===== config.mk =====
export PLATFORM = sky130hd
export DESIGN_NAME = regs_wb_flat
export DESIGN_NICKNAME = d
export VERILOG_FILES = /design/src/rtl/regs_wb_if.sv /design/src/rtl/regs_wb.sv /design/src/flat_wrapper.sv
export SDC_FILE = /design/constraint.sdc
export NUM_CORES = 1
export LEC_CHECK = 0
export BUFFER_PORTS_ARGS = -buffer_cell sky130_fd_sc_hd__buf_2
export CORE_ASPECT_RATIO = 0.9
export CORE_MARGIN = 5
export CORE_UTILIZATION = 55
export CTS_BUF_LIST = sky130_fd_sc_hd__clkbuf_4 sky130_fd_sc_hd__clkbuf_8 sky130_fd_sc_hd__clkbuf_16
export DETAILED_ROUTE_END_ITERATION = 6
export PLACE_DENSITY = 0.73
export REMOVE_ABC_BUFFERS = 1
export SYNTH_ARGS = -nofsm -noshare
export SYNTH_HDL_FRONTEND = slang
export SYNTH_SLANG_ARGS = --single-unit
export TNS_END_PERCENT = 10

===== constraint.sdc =====
create_clock -name clk -period 3.33 [get_ports clk]
set_clock_uncertainty 0.15 [all_clocks]
set_input_delay 0.666 -clock clk [delete_from_list [all_inputs] [get_ports clk]]
set_output_delay 0.666 -clock clk [all_outputs]
set_load 0.01 [all_outputs]

===== src/rtl/regs_wb_if.sv =====
// Register-file write-side bus: ALU results, memory results, hazard query and write port.
interface regs_wb_if #(
  parameter int DW = 32
);
  logic          alu_valid_i;
  logic [4:0]    alu_rd_i;
  logic [DW-1:0] alu_data_i;
  logic          mem_valid_i;
  logic          mem_ready_o;
  logic [4:0]    mem_rd_i;
  logic [DW-1:0] mem_data_i;
  logic [4:0]    chk_rs1_i;
  logic [4:0]    chk_rs2_i;
  logic          hazard_o;
  logic          wen_o;
  logic [4:0]    rd_o;
  logic [DW-1:0] rd_data_o;

  modport master (
    output alu_valid_i, alu_rd_i, alu_data_i,
    output mem_valid_i, mem_rd_i, mem_data_i,
    output chk_rs1_i, chk_rs2_i,
    input  mem_ready_o, hazard_o, wen_o, rd_o, rd_data_o
  );

  modport slave (
    input  alu_valid_i, alu_rd_i, alu_data_i,
    input  mem_valid_i, mem_rd_i, mem_data_i,
    input  chk_rs1_i, chk_rs2_i,
    output mem_ready_o, hazard_o, wen_o, rd_o, rd_data_o
  );
endinterface


===== src/rtl/regs_wb.sv =====
// Register-file write-port arbiter: ALU results win, memory results are bypassed or
// buffered in order; younger ALU writes kill stale buffered writes to the same rd.
module regs_wb #(
  parameter int DEPTH = 4,
  parameter int DW    = 32
) (
  input  logic     clk,
  input  logic     rst,
  regs_wb_if.slave bus
);
  localparam int AW = $clog2(DEPTH);

  logic [4:0]    ent_rd_q   [DEPTH];
  logic [DW-1:0] ent_data_q [DEPTH];
  logic [DEPTH-1:0] vld_q, vld_d;
  logic [AW-1:0] head_q, head_d, tail_q, tail_d;
  logic [AW:0]   count_q, count_d;
  logic          wen_q, wen_d;
  logic [4:0]    rd_q, rd_d;
  logic [DW-1:0] data_q, data_d;

  logic alu_w, mem_acc, mem_nz, empty, pop, bypass, push;

  assign bus.mem_ready_o = (count_q != DEPTH[AW:0]);
  assign alu_w   = bus.alu_valid_i && (bus.alu_rd_i != 5'd0);
  assign mem_acc = bus.mem_valid_i && bus.mem_ready_o;
  assign mem_nz  = mem_acc && (bus.mem_rd_i != 5'd0);
  assign empty   = (count_q == '0);
  assign pop     = !alu_w && !empty;
  assign bypass  = !alu_w && empty && mem_nz;
  // A memory beat racing an ALU write to the same rd is older, so it is simply dropped.
  assign push    = mem_nz && !bypass && !(alu_w && (bus.mem_rd_i == bus.alu_rd_i));

  always_comb begin
    vld_d   = vld_q;
    head_d  = head_q;
    tail_d  = tail_q;
    count_d = count_q;
    if (alu_w) begin
      for (int unsigned i = 0; i < DEPTH; i++) begin
        if (vld_q[i] && (ent_rd_q[i] == bus.alu_rd_i)) vld_d[i] = 1'b0;
      end
    end
    if (pop) begin
      vld_d[head_q] = 1'b0;
      head_d        = head_q + AW'(1);
    end
    if (push) begin
      vld_d[tail_q] = 1'b1;
      tail_d        = tail_q + AW'(1);
    end
    count_d = count_q + (AW+1)'(push) - (AW+1)'(pop);
  end

  always_comb begin
    wen_d  = 1'b0;
    rd_d   = rd_q;
    data_d = data_q;
    if (alu_w) begin
      wen_d  = 1'b1;
      rd_d   = bus.alu_rd_i;
      data_d = bus.alu_data_i;
    end else if (pop) begin
      // A killed head still consumes a cycle but leaves the write port idle.
      if (vld_q[head_q]) begin
        wen_d  = 1'b1;
        rd_d   = ent_rd_q[head_q];
        data_d = ent_data_q[head_q];
      end
    end else if (bypass) begin
      wen_d  = 1'b1;
      rd_d   = bus.mem_rd_i;
      data_d = bus.mem_data_i;
    end
  end

  always_comb begin
    bus.hazard_o = 1'b0;
    for (int unsigned i = 0; i < DEPTH; i++) begin
      if (vld_q[i] && (bus.chk_rs1_i != 5'd0) && (ent_rd_q[i] == bus.chk_rs1_i))
        bus.hazard_o = 1'b1;
      if (vld_q[i] && (bus.chk_rs2_i != 5'd0) && (ent_rd_q[i] == bus.chk_rs2_i))
        bus.hazard_o = 1'b1;
    end
    if (mem_acc && (bus.chk_rs1_i != 5'd0) && (bus.mem_rd_i == bus.chk_rs1_i))
      bus.hazard_o = 1'b1;
    if (mem_acc && (bus.chk_rs2_i != 5'd0) && (bus.mem_rd_i == bus.chk_rs2_i))
      bus.hazard_o = 1'b1;
  end

  always_ff @(posedge clk or negedge rst) begin
    if (!rst) begin
      vld_q   <= '0;
      head_q  <= '0;
      tail_q  <= '0;
      count_q <= '0;
      wen_q   <= 1'b0;
      rd_q    <= '0;
      data_q  <= '0;
    end else begin
      vld_q   <= vld_d;
      head_q  <= head_d;
      tail_q  <= tail_d;
      count_q <= count_d;
      wen_q   <= wen_d;
      rd_q    <= rd_d;
      data_q  <= data_d;
    end
  end

  always_ff @(posedge clk) begin
    if (push) begin
      ent_rd_q[tail_q]   <= bus.mem_rd_i;
      ent_data_q[tail_q] <= bus.mem_data_i;
    end
  end

  assign bus.wen_o     = wen_q;
  assign bus.rd_o      = rd_q;
  assign bus.rd_data_o = data_q;
endmodule


===== src/flat_wrapper.sv =====
// flat-port wrapper written by rule: the top's interface ports become plain ports
module regs_wb_flat 
#(
  parameter int DEPTH = 4,
  parameter int DW    = 32
)
  (clk, rst, bus_alu_valid_i, bus_alu_rd_i, bus_alu_data_i, bus_mem_valid_i, bus_mem_rd_i, bus_mem_data_i, bus_chk_rs1_i, bus_chk_rs2_i, bus_mem_ready_o, bus_hazard_o, bus_wen_o, bus_rd_o, bus_rd_data_o);
  regs_wb_if #(.DW(DW)) bus_i ();
  input  logic clk;
  input  logic rst;
  input wire logic [$bits(bus_i.alu_valid_i)-1:0] bus_alu_valid_i;
  input wire logic [$bits(bus_i.alu_rd_i)-1:0] bus_alu_rd_i;
  input wire logic [$bits(bus_i.alu_data_i)-1:0] bus_alu_data_i;
  input wire logic [$bits(bus_i.mem_valid_i)-1:0] bus_mem_valid_i;
  input wire logic [$bits(bus_i.mem_rd_i)-1:0] bus_mem_rd_i;
  input wire logic [$bits(bus_i.mem_data_i)-1:0] bus_mem_data_i;
  input wire logic [$bits(bus_i.chk_rs1_i)-1:0] bus_chk_rs1_i;
  input wire logic [$bits(bus_i.chk_rs2_i)-1:0] bus_chk_rs2_i;
  output wire logic [$bits(bus_i.mem_ready_o)-1:0] bus_mem_ready_o;
  output wire logic [$bits(bus_i.hazard_o)-1:0] bus_hazard_o;
  output wire logic [$bits(bus_i.wen_o)-1:0] bus_wen_o;
  output wire logic [$bits(bus_i.rd_o)-1:0] bus_rd_o;
  output wire logic [$bits(bus_i.rd_data_o)-1:0] bus_rd_data_o;
  assign bus_i.alu_valid_i = bus_alu_valid_i;
  assign bus_i.alu_rd_i = bus_alu_rd_i;
  assign bus_i.alu_data_i = bus_alu_data_i;
  assign bus_i.mem_valid_i = bus_mem_valid_i;
  assign bus_i.mem_rd_i = bus_mem_rd_i;
  assign bus_i.mem_data_i = bus_mem_data_i;
  assign bus_i.chk_rs1_i = bus_chk_rs1_i;
  assign bus_i.chk_rs2_i = bus_chk_rs2_i;
  assign bus_mem_ready_o = bus_i.mem_ready_o;
  assign bus_hazard_o = bus_i.hazard_o;
  assign bus_wen_o = bus_i.wen_o;
  assign bus_rd_o = bus_i.rd_o;
  assign bus_rd_data_o = bus_i.rd_data_o;
  regs_wb #(.DEPTH(DEPTH), .DW(DW)) u_core (.clk(clk), .rst(rst), .bus(bus_i));
endmodule

==> flow_summary.json, run 1 <==
{
  "outcome": "completed",
  "overflow": 0,
  "final_area_mm2": 0.01056,
  "maxSlewHeadroom": 0.4113,
  "avgSynthCellArea_um2": 13.50,
  "worstSetupPathType": "register to primary output",
  "via_per_inst": 5.840,
  "firstDrtPassIters": 5,
  "regArea_mm2": 0.005673,
  "clkLatencyLatePin_ns": 0.42,
  "antenna_found_initial": 2,
  "worst_pin_slew_ns": 0.8831,
  "die_w_um": 145.2,
  "dp_slack_ns": 0.1803,
  "setup_ws_ns": 0.3267,
  "cts_tree": "yes",
  "place.detailed.hpwl_mm": 14.10,
  "synth.largest_area_cell": "edfxtp_1",
  "htreeDepth": 4,
  "yosysTopAreaCellShare": 0.4914,
  "finalNetCount": 886,
  "post-route-period-util": 0.9019,
  "grt_pass1_wl_mm": 34.21,
  "num_antenna_cells": 0,
  "worst-r2r-setup-slack_ns": 0.81,
  "hold_path_class": "primary input to asynchronous set/reset pin",
  "coreArea_mm2": 0.01613,
  "routed_wl_mm": 21.36,
  "ant_nets": 0,
  "synth_cell_types": 37,
  "leakage_nw": 3.950,
  "hold_viol_final": 0,
  "fillerInstances": 1206,
  "startpoint_type": "register",
  "grt_max_degree": 65,
  "ctsHoldBuffers": 0,
  "critPathRequiredTime_ns": 2.51,
  "p_total_mw": 8.984,
  "maxUsedRoutingLayer": "met5",
  "wl_met3_mm": 1.488,
  "met1_length_mm": 9.354,
  "cts_buffers": 17,
  "rr_startpoint": "u_core.count_q[0]$_DFF_PN0_",
  "place_inst": 975,
  "synth_seq_cells": 197,
  "postPlaceCellArea_mm2": 0.009953,
  "max_freq_ghz": 0.3330,
  "drive_gt1_frac": 0.2875,
  "synth_cells": 670,
  "clockRootBuffer": "clkbuf_16",
  "met2_length_mm": 10.13,
  "crit_fanout": 4,
  "multi_input_area_mm2": 0.003136,
  "ir_worst_vdd_mv": 0.4873,
  "die_h_um": 131.7,
  "post_cts_buffers": 0,
  "path_clk_slew_ns": 0.07,
  "rsz0062_at_grt": "no",
  "arrival_ns": 2.19,
  "dieArea_mm2": 0.01911,
  "grt_pass1_vias": 6115,
  "io_pins": 128,
  "buffer_ports.inserted": 127,
  "end_kind": "primary output",
  "cp_slowest_stage_delay_ns": 0.48,
  "fin_cells": 1007,
  "reg2reg_to": "u_core.count_q[2]$_DFF_PN0_",
  "seq_area_frac_synth": 0.6269,
  "finalWorstPathRequiredPeriod_ns": 3.003,
  "reg2reg_depth": 8,
  "p_per_area_mw_per_mm2": 850.4,
  "cts_buffer_depth": 2,
  "area_growth_pct": 16.79,
  "fin_hold_ws_ns": 0.2154,
  "syn-cell-area_mm2": 0.009045,
  "cts_resized": 0,
  "place.gp.congestion": 0.9639,
  "fin_util": 0.6549,
  "synth_top_cells_by_area": "edfxtp_1, dfrtp_1, mux4_2",
  "drc": 0,
  "max-cap-violations": 0,
  "critical-path-top-delay-family": "simple AND/OR/NAND/NOR gates",
  "routed-via-count": 5881,
  "track_usage": 0.2271,
  "drtIter0Drc": 510,
  "avgRoutedWirePerCell_um": 21.21,
  "fp-row-count": 44,
  "report.final.slew_viol_count": 0,
  "initial_utilization": 0.5607,
  "crit_slowest_cell": "or3b_2",
  "tns_ns": 0,
  "setup_viol": 0,
  "crit_buf_inv": 1,
  "yosysWarnings": 0,
  "worstPathCellList": "or3b_2 -> nand2_1 -> or4_1 -> nand4_1 -> a211o_1 -> buf_2",
  "cts.sinks": 197
}
## routing by layer
| layer | vias up | global-route usage |
|---|---|---|
| met5 | - | 0 |
| met2 | 239 | 0.3540 |
| met1 | 2931 | 0.3252 |
| met3 | 29 | 0.05234 |
| li1 | 2678 | - |
| met4 | 4 | 0.06373 |
## worst max-delay path by stage
stage                                           start                             endpoint  slack (ns)  depth (start not counted)
after floorplan           u_core.count_q[0]$_DFF_PN0_  u_core.bus.rd_data_o[0]$_DFFE_PN0P_       -1.41                          4
after global placement                bus_alu_rd_i[0]    u_core.ent_data_q[1][6]$_DFFE_PP_        0.24                          7
after detailed placement              bus_alu_rd_i[0]    u_core.ent_data_q[1][6]$_DFFE_PP_        0.18                          7
after CTS                 u_core.count_q[0]$_DFF_PN0_                         bus_hazard_o        0.31                          6
after global routing      u_core.count_q[0]$_DFF_PN0_                         bus_hazard_o        0.21                          6
final                     u_core.count_q[2]$_DFF_PN0_                         bus_hazard_o        0.33                          6
## sequential cells by signal, summed over array words and instances, names as in the netlist
signal / flops
u_core.bus.rd_data_o: 32
u_core.bus.rd_o: 5
u_core.bus.wen_o: 1
u_core.count_q: 3
u_core.ent_data_q: 128
u_core.ent_rd_q: 20
u_core.head_q: 2
u_core.tail_q: 2
u_core.vld_q: 4
## kinds of logic after synthesis
family / count (synthesis) / synth area share
XOR/XNOR: 79 / 0.07650
buffers and inverters: 58 / 0.02863
flip-flops: 197 / 0.6269
multiplexers: 39 / 0.09586
AND/OR/NAND/NOR: 197 / 0.09752
AO/OA/AOI/OAI: 89 / 0.05851
adder cells (fa/ha/maj): 11 / 0.01605
## cell type report
class | count | area share
tap | 207 | 0.02452
sequential | 197 | 0.5370
clock buffer | 18 | 0.04098
clock inverter | 14 | 0.01682
inverter | 8 | 0.002843
multi-input combinational | 415 | 0.2968
timing repair buffer | 148 | 0.08101
## cells in the mapped netlist
cell type    n
mux4_2      38
buf_6        2
o21a_1       1
nor3_1       3
or4_4        1
o22ai_1      1
a211o_1      1
nand2_1     84
nand3_1     42
o21ai_4      1
fa_1         1
xnor2_1     37
nand4_1      6
nor4_2       1
or3b_2       1
a2111oi_4    1
a32oi_1      4
nor2_1      40
buf_1        3
buf_4        1
clkbuf_1    26
buf_2       18
ha_1        10
or3_1        1
dfrtp_1     49
o211ai_2     1
a21oi_1     37
inv_1        8
mux2_2       1
o21ai_0     36
or4_1        2
xor2_1      42
a22oi_1      2
edfxtp_1   148
and2_1       5
a22o_1       4
nor4_1      11
## cells in the final DEF, fill, tap and decap left out, types with 2 or more instances in the layout
cell / count
nand2_1: 84
xor2_1: 42
nor4_1: 11
bufinv_16: 3
a21oi_1: 37
inv_1: 8
buf_4: 16
and2_2: 4
buf_12: 5
inv_6: 2
o21ai_0: 36
nand3_1: 42
nand4_1: 6
buf_2: 127
clkbuf_16: 17
dfrtp_1: 47
xnor2_1: 37
edfxtp_1: 148
clkinvlp_4: 3
mux4_2: 38
or4_1: 2
a32oi_1: 4
clkinv_1: 3
dfrtp_2: 2
a22oi_1: 2
a22o_1: 4
nor3_1: 2
nor2_1: 40
ha_1: 10
## report_power, final
part | switching, mW | internal (mW)
registers | 0.377 | 3.35
clock network | 0.899 | 1.20
logic | 1.77 | 1.39
total | 3.04 | 5.94
Power figures use the tool's default switching activity.
==> run 2: changes to the inputs <==
--- a/config.mk
+++ b/config.mk
@@ -5,7 +5,7 @@
 export SDC_FILE = /design/constraint.sdc
 export NUM_CORES = 1
 export LEC_CHECK = 0
-export BUFFER_PORTS_ARGS = -buffer_cell sky130_fd_sc_hd__buf_2
+export BUFFER_PORTS_ARGS = -buffer_cell sky130_fd_sc_hd__buf_4
 export CORE_ASPECT_RATIO = 0.9
 export CORE_MARGIN = 5
 export CORE_UTILIZATION = 55
==> flow_summary.json, run 2 (synthesized netlist as in run 1, its figures left out) <==
{
  "die_h_um": 131.7,
  "hold_path_class": "primary input to asynchronous set/reset pin",
  "via_per_inst": 5.852,
  "grt_pass1_wl_mm": 34.15,
  "coreArea_mm2": 0.01613,
  "firstDrtPassIters": 5,
  "worstSetupPathType": "register to primary output",
  "setup_viol": 0,
  "largest_reg_flops": 128,
  "grt_pass1_vias": 6299,
  "post_cts_buffers": 0,
  "htreeDepth": 4,
  "die_w_um": 145.2,
  "p_per_area_mw_per_mm2": 841.2,
  "maxSlewHeadroom": 0.4654,
  "clkLatencyLatePin_ns": 0.43,
  "antenna_found_initial": 0,
  "fin_hold_ws_ns": 0.1556,
  "crit_fanout": 4,
  "initial_utilization": 0.5607,
  "fp-row-count": 44,
  "regMostFlops": "u_core.ent_data_q",
  "cts.sinks": 197,
  "final_area_mm2": 0.01086,
  "path_clk_slew_ns": 0.08,
  "drc": 0,
  "arrival_ns": 2.22,
  "cts_resized": 0,
  "max-cap-violations": 0,
  "drtIter0Drc": 486,
  "fillerInstances": 1140,
  "routed_wl_mm": 21.41,
  "place.gp.congestion": 0.8588,
  "end_kind": "primary output",
  "final_common_cell": "edfxtp_1",
  "ctsHoldBuffers": 0,
  "cp_slowest_stage_delay_ns": 0.49,
  "cts_tree": "yes",
  "critical-path-top-delay-family": "simple AND/OR/NAND/NOR gates",
  "startpoint_type": "register",
  "track_usage": 0.2280,
  "place.detailed.hpwl_mm": 13.95,
  "reg2reg_depth": 8,
  "area_growth_pct": 20.09,
  "rsz0062_at_grt": "no",
  "hold_viol_final": 0,
  "ant_nets": 0,
  "setup_ws_ns": 0.2900,
  "drive_gt1_frac": 0.2886,
  "postPlaceCellArea_mm2": 0.01025,
  "num_antenna_cells": 0,
  "finalNetCount": 883,
  "io_pins": 128,
  "cts_buffers": 17,
  "finalWorstPathRequiredPeriod_ns": 3.040,
  "post-route-period-util": 0.9129,
  "report.final.slew_viol_count": 0,
  "final_cell_mix": "edfxtp_1, buf_4, nand2_1",
  "routed-via-count": 5875,
  "worstPathCellList": "or3b_2 -> nand2_1 -> or4_1 -> nand4_1 -> a211o_1 -> buf_4",
  "ir_worst_vdd_mv": 0.5003,
  "fin_util": 0.6734,
  "overflow": 0,
  "critPathRequiredTime_ns": 2.51,
  "grt_max_degree": 76,
  "crit_buf_inv": 1,
  "worst-path-stages": 6,
  "leakage_nw": 4.066,
  "buffer_ports.inserted": 127,
  "p_total_mw": 9.137,
  "avgRoutedWirePerCell_um": 21.32,
  "dieArea_mm2": 0.01911,
  "max_freq_ghz": 0.3289,
  "crit_slowest_cell": "or3b_2",
  "cts_buffer_depth": 2,
  "dp_slack_ns": 0.1997,
  "clockRootBuffer": "clkbuf_16",
  "worst_pin_slew_ns": 0.8019,
  "outcome": "completed"
}
run 2: cell types whose count changed in the layout (fill, tap and decap cells not counted), sizes merged:
cell      change
buf           -3
bufinv        -1
clkbuf        -1
clkinv        +1
clkinvlp      -2
inv           +3
run 2: metrics by stage:
stage | setup TNS [ns] | std cells
final | 0 | 1004
after global routing | 0 | 1004
after CTS | 0 | 1004
after detailed placement | 0 | 972
after global placement | 0 | 972
after floorplan | -198.21 | 620
run 2: worst reg2reg max path: stages (launching register included):
cell	delay (ns)
dfrtp_1	0.42
or3_2	0.51
and2_1	0.18
ha_1	0.27
inv_1	0.04
ha_1	0.18
fa_1	0.40
xnor2_1	0.18
xnor2_1	0.14
run 2: per-layer routing:
metal,wire length (µm),vias up,track usage
met5,0,-,0
met4,657,0,0.09067
met3,1382,41,0.06026
met2,10370,245,0.3630
met1,8999,2906,0.3020
li1,-,2683,-
run 2: power breakdown:
group	switching (mW)	internal (mW)	leakage (nW)
Clock	0.948	1.14	0.299
Sequential	0.376	3.35	1.90
Combinational	1.78	1.54	1.87
run 2: worst paths after layout:
path                                                     start                                   end  slack (ns)
setup / recovery                   u_core.count_q[0]$_DFF_PN0_                          bus_hazard_o        0.29
setup reg to reg                   u_core.count_q[0]$_DFF_PN0_           u_core.count_q[2]$_DFF_PN0_        0.79
min in group clk                             bus_mem_data_i[3]     u_core.ent_data_q[1][3]$_DFFE_PP_        0.29
max in group asynchronous                                  rst          u_core.head_q[1]$_DFFE_PN0P_        2.35
hold reg to reg            u_core.bus.rd_data_o[2]$_DFFE_PN0P_   u_core.bus.rd_data_o[2]$_DFFE_PN0P_        0.38
hold / removal                                             rst  u_core.bus.rd_data_o[31]$_DFFE_PN0P_        0.16
run 2: final cells by class:
type	instances	area (µm²)	area share
Sequential cell	197	5673	0.5223
Multi-Input combinational cell	415	3136	0.2887
Timing Repair Buffer	145	1151	0.1060
Clock buffer	17	425.4	0.03917
Tap cell	207	259.0	0.02385
Clock inverter	15	187.7	0.01728
Inverter	8	30.03	0.002765
